==> src/rtl/reset_seq_ctrl.sv <==
// reset_seq_ctrl: central reset sequencer.
//
// This block combines the power-on reset and N_REQ level reset requests into one
// reset sequence. All domains are held in reset for HOLD_CYC quiet cycles. The
// domains are then released one at a time, starting at bit 0, with STAGGER_CYC
// cycles between releases. The block also records which requesters caused a
// reset, and counts the request-triggered sequences.
//
// Ports:
//   clk        single clock
//   rst        synchronous active-high power-on reset
//   req_i      [N_REQ] level reset requests, active-high
//   req_en     [N_REQ] per-requester enable mask
//   cause_clr  clears the sticky cause register (new requests still set bits)
//   dom_rst    [N_DOM] per-domain reset, active-high, registered
//   in_reset   high while any dom_rst bit is high, registered
//   cause      [N_REQ] sticky record of requesters that fired
//   seq_cnt    [8] number of request-triggered sequences, saturating at 255

// One domain's reset flop. The flop is set by rst or by a restart. It clears on
// a release step, but only after every lower domain has been released. Only one
// cell can see prev_rel high while it is still set, so each step releases
// exactly one domain, and the release order is always bit 0 first.
module reset_seq_dom (
  input  logic clk,
  input  logic rst,
  input  logic assert_all,
  input  logic step,
  input  logic prev_rel,
  output logic dom_rst
);

  always_ff @(posedge clk) begin
    if (rst || assert_all)       dom_rst <= 1'b1;
    else if (step && prev_rel)   dom_rst <= 1'b0;
  end

endmodule

module reset_seq_ctrl #(
  parameter int N_REQ       = 4,
  parameter int N_DOM       = 3,
  parameter int HOLD_CYC    = 16,
  parameter int STAGGER_CYC = 4,
  parameter int CNT_W       = 8
) (
  input  logic             clk,
  input  logic             rst,
  input  logic [N_REQ-1:0] req_i,
  input  logic [N_REQ-1:0] req_en,
  input  logic             cause_clr,
  output logic [N_DOM-1:0] dom_rst,
  output logic             in_reset,
  output logic [N_REQ-1:0] cause,
  output logic [7:0]       seq_cnt
);

  typedef enum logic [1:0] {
    S_HOLD    = 2'd0,
    S_RELEASE = 2'd1,
    S_RUN     = 2'd2
  } state_t;

  // The step that sees only this bit still set is the last release.
  localparam logic [N_DOM-1:0] DOM_LAST = N_DOM'(1) << (N_DOM - 1);
  localparam logic [CNT_W-1:0] HOLD_END = CNT_W'(HOLD_CYC);
  localparam logic [CNT_W-1:0] STAG_END = CNT_W'(STAGGER_CYC - 1);

  state_t           state, state_nxt;
  logic [CNT_W-1:0] cnt, cnt_nxt;
  logic [N_REQ-1:0] act;
  logic             any_act;
  logic             step;        // release the next domain at this edge
  logic             assert_all;  // restart: reassert every domain at this edge
  logic             inc_seq;

  assign act     = req_i & req_en;
  assign any_act = |act;

  // ---------------------------------------------------------------------------
  // Next-state logic
  // ---------------------------------------------------------------------------
  always_comb begin
    state_nxt  = state;
    cnt_nxt    = cnt;
    step       = 1'b0;
    assert_all = 1'b0;
    inc_seq    = 1'b0;
    case (state)
      S_HOLD: begin
        // Any active request restarts the quiet-time count. The hold ends on
        // the edge where the count has already reached HOLD_CYC, which is
        // HOLD_CYC edges after the first quiet edge.
        if (any_act) begin
          cnt_nxt = '0;
        end else if (cnt == HOLD_END) begin
          step      = 1'b1;
          cnt_nxt   = '0;
          state_nxt = (dom_rst == DOM_LAST) ? S_RUN : S_RELEASE;
        end else begin
          cnt_nxt = cnt + CNT_W'(1);
        end
      end
      S_RELEASE: begin
        if (any_act) begin
          assert_all = 1'b1;
          inc_seq    = 1'b1;
          cnt_nxt    = '0;
          state_nxt  = S_HOLD;
        end else if (cnt == STAG_END) begin
          step      = 1'b1;
          cnt_nxt   = '0;
          if (dom_rst == DOM_LAST) state_nxt = S_RUN;
        end else begin
          cnt_nxt = cnt + CNT_W'(1);
        end
      end
      S_RUN: begin
        if (any_act) begin
          assert_all = 1'b1;
          inc_seq    = 1'b1;
          cnt_nxt    = '0;
          state_nxt  = S_HOLD;
        end
      end
      default: begin
        assert_all = 1'b1;
        cnt_nxt    = '0;
        state_nxt  = S_HOLD;
      end
    endcase
  end

  // ---------------------------------------------------------------------------
  // State, counters, status
  // ---------------------------------------------------------------------------
  always_ff @(posedge clk) begin
    if (rst) begin
      state    <= S_HOLD;
      cnt      <= '0;
      in_reset <= 1'b1;
      cause    <= '0;
      seq_cnt  <= '0;
    end else begin
      state    <= state_nxt;
      cnt      <= cnt_nxt;
      // All domains are released exactly when the FSM enters RUN.
      in_reset <= (state_nxt != S_RUN);
      // A new request wins over a clear for its own bits.
      cause    <= (cause_clr ? '0 : cause) | act;
      if (inc_seq && (seq_cnt != 8'hFF)) seq_cnt <= seq_cnt + 8'd1;
    end
  end

  // ---------------------------------------------------------------------------
  // Per-domain reset flops
  // ---------------------------------------------------------------------------
  for (genvar k = 0; k < N_DOM; k++) begin : g_dom
    logic prev_rel;
    if (k == 0) begin : g_first
      assign prev_rel = 1'b1;
    end else begin : g_rest
      assign prev_rel = ~dom_rst[k-1];
    end

    reset_seq_dom u_dom (
      .clk        (clk),
      .rst        (rst),
      .assert_all (assert_all),
      .step       (step),
      .prev_rel   (prev_rel),
      .dom_rst    (dom_rst[k])
    );
  end

endmodule

==> config.mk <==
export PLATFORM = sky130hd
export DESIGN_NAME = reset_seq_ctrl
export DESIGN_NICKNAME = d
export VERILOG_FILES = /design/src/rtl/reset_seq_ctrl.sv
export SDC_FILE = /design/constraint.sdc
export NUM_CORES = 1
export LEC_CHECK = 0
export ABC_AREA = 1
export CAP_MARGIN = 5
export CORE_ASPECT_RATIO = 0.9
export CORE_MARGIN = 3
export CORE_UTILIZATION = 35
export CTS_BUF_LIST = sky130_fd_sc_hd__clkbuf_8 sky130_fd_sc_hd__clkbuf_16
export CTS_CLUSTER_DIAMETER = 100
export DETAILED_ROUTE_END_ITERATION = 16
export DONT_BUFFER_PORTS = 1
export GPL_ROUTABILITY_DRIVEN = 0
export GPL_TIMING_DRIVEN = 0
export HOLD_SLACK_MARGIN = 0.08
export PLACE_DENSITY = 0.56
export SETUP_SLACK_MARGIN = 0.4
export SYNTH_ARGS = -nofsm -noshare
export SYNTH_HDL_FRONTEND = slang
export SYNTH_SLANG_ARGS = --single-unit
export TNS_END_PERCENT = 50
==> constraint.sdc <==
create_clock -name clk -period 2 [get_ports clk]
set_clock_uncertainty 0.2 [all_clocks]
set_input_delay 0.2 -clock clk [delete_from_list [all_inputs] [get_ports clk]]
set_output_delay 0.2 -clock clk [all_outputs]
set_load 0.005 [all_outputs]
==> metrics.yaml <==
outcome:
  outcome: "finished clean"
final_layout:
  diodes: 0
  drive_gt1_share_pct: 31.6
  n_fill_cell: 384
  area_delta_synth_final_pct: 29.6
  final_cells: 271
  final_core_util_pct: 49.0
  final_cell_area_um2: 1890
  final_common_cell: "nand2_1"
  final_nets: 244
  final_cell_mix: "nand2_1 (48), dfxtp_1 (19), inv_1 (15), nor2_1 (15)"
synthesis:
  syn_area_per_cell_um2: 7.19
  syn_inst: 203
  synth_fp_nets: 221
  yosys.area_share.simple_pct: 36.2
  syn-cell-area_um2: 1460
  synth_top_family_by_area: "simple AND/OR/NAND/NOR gates"
  synthAdderAreaFrac_pct: 6.00
  yosys_register_bits: 26
  synth.area.mux_share_pct: 0
  synth_cell_type_count: 26
  synth_compound_area_share_pct: 10.2
  yosys.area.top_type_share_pct: 35.6
  synth_xor_area_share_pct: 3.60
  yosysWarnings: 0
  yosys-top-cells-area: "dfxtp_1 (36%), nand2_1 (14%), ha_1 (6.0%)"
  synth_largest_area_cell: "dfxtp_1"
  ys_seq_area_share_pct: 35.6
floorplan:
  die_area_um2: 4980
  die_w_um: 74.1
  start_util_pct: 37.8
  rows: 21
  core-area_um2: 3860
  ios: 27
  die_y_um: 67.3
critical_path:
  crit_fanout: 8
  arrival_ns: 1.55
  worst_setup_path_end_kind: "flip-flop"
  critical_path_class: "reg2reg"
  cp.required_ns: 1.97
  cp-start-kind: "flip-flop"
routing:
  post_drt_via_cell_ratio: 4.90
  drt-pass1-iter-count: 4
  wire_per_inst_um: 12.0
  drt_iter0_drc: 94
  vias: 1329
  drc: 0
  routed_wl_mm: 3.26
  ant_nets: 0
sta:
  fin_ws_ns: 0.414
  holdWs_ns: 0.181
  setup_tns_ns: 0
  finalHoldViolations: 0
  maxSlewViolCount: 0
  fmax_mhz: 631
  period_needed_ns: 1.59
  rsz0062_at_grt: "true"
  slew_headroom_pct: 61.4
  period_share_pct: 79.3
  tightest_slew_ns: 0.579
  setup_viol: 0
global_route:
  grt_pass1_vias: 1183
  gr-max-usage-layer: "met2"
  antenna_found_initial: 0
  grt_pass1_wl_mm: 5.36
  use_met1_pct: 18.5
  use_met2_pct: 22.0
  grt_start_max_net_pins: 16
  grt_overflow_total: 0
  grtUsageTotal_pct: 13.7
  use_met3_pct: 3.87
cts:
  clock_sinks: 26
  cts_tree: "built"
  cts_root_buf: "clkbuf_8"
  h-tree-depth: 1
  path_clk_slew_ns: 0.09
  clk_latency_ns: 0.27
  cts.path.max_buffers: 2
  cts_buffers: 3
power_and_ir_drop:
  pwr_density_cell_nw_per_um2: 545
  irDropWorstVdd_uv: 391
  leakagePower_nw: 0.758
  p_total_mw: 1.03
placement:
  port_buffers: 0
  preCtsSetupSlack_ns: 0.206
  dp.cells: 249
  dp_hpwl_mm: 2.14
  dpl_cell_area_um2: 1520
job:
  cap_viol_max_count: 0
min_path:
  hold_path_class: "in2reg"
-- logic make-up after synthesis --
logic type      Yosys count
simple gates            109
flops                    26
fa+ha+maj                 7
buf+inv                  27
compound gates           28
xor+xnor                  6
-- critical path: stages (launching register included) --
cell	delay (ns)
dfxtp_4	0.40
ha_4	0.16
nand2_2	0.05
inv_2	0.06
nand4_1	0.18
nand2_4	0.20
inv_8	0.06
o21ai_2	0.13
a21oi_1	0.05
-- metal layers --
metal	vias up	wire length, um
met5	-	0
met4	0	18
met3	2	173
met2	30	1560
met1	599	1500
li1	698	-
-- flip-flops by register name (all words and copies together), names as in the netlist --
signal,cells
cause,4
cnt,8
g_dom.u_dom.dom_rst,3
in_reset,1
seq_cnt,8
state,2
-- Yosys cell counts, drive strengths merged --
cell / n
xnor2: 2
nand4: 4
nand2: 63
clkbuf: 1
a21oi: 15
dfxtp: 26
o21ai: 11
nor2: 22
o21bai: 2
nor3: 2
nand3: 18
inv: 22
xor2: 4
ha: 7
buf: 4
-- worst paths after layout --
check	cells after the start	slack, ns	to	from
setup / recovery	8	0.41	seq_cnt[0]$_SDFFE_PP0P_	seq_cnt[0]$_SDFFE_PP0P_
hold / removal	2	0.18	seq_cnt[3]$_SDFFE_PP0P_	rst
setup reg to reg	8	0.41	seq_cnt[0]$_SDFFE_PP0P_	seq_cnt[0]$_SDFFE_PP0P_
hold reg to reg	2	0.29	g_dom[2].u_dom.dom_rst$_SDFFE_PP1P_	g_dom[2].u_dom.dom_rst$_SDFFE_PP1P_
-- what timing repair did --
action                                  in CTS  in global routing
hold buffers                                 9                  1
buffers inserted                             1                  6
hold endpoints to repair                    20                  8
cloned                                       0                  1
endpoints found under the setup margin      17                 20
pin swaps                                    0                 10
gates resized for setup                     12                 35
-- power breakdown --
part	internal [mW]	leakage (nW)	switching [mW]
Combinational	0.0309	0.507	0.0385
Sequential	0.518	0.215	0.00638
Clock	0.268	0.0357	0.170
-- area by class of cell --
| cell class | instances | area (um^2) | share of cell area, % |
|---|---|---|---|
| Multi-Input combinational cell | 151 | 940 | 49.6 |
| Sequential cell | 26 | 542 | 28.6 |
| Timing Repair Buffer | 17 | 153 | 8.06 |
| Inverter | 22 | 92.6 | 4.89 |
| Tap cell | 46 | 57.6 | 3.04 |
| Clock buffer | 3 | 41.3 | 2.18 |
| Buffer | 5 | 37.5 | 1.98 |
| Clock inverter | 1 | 30.0 | 1.59 |
(Power assumes the default switching activity.)
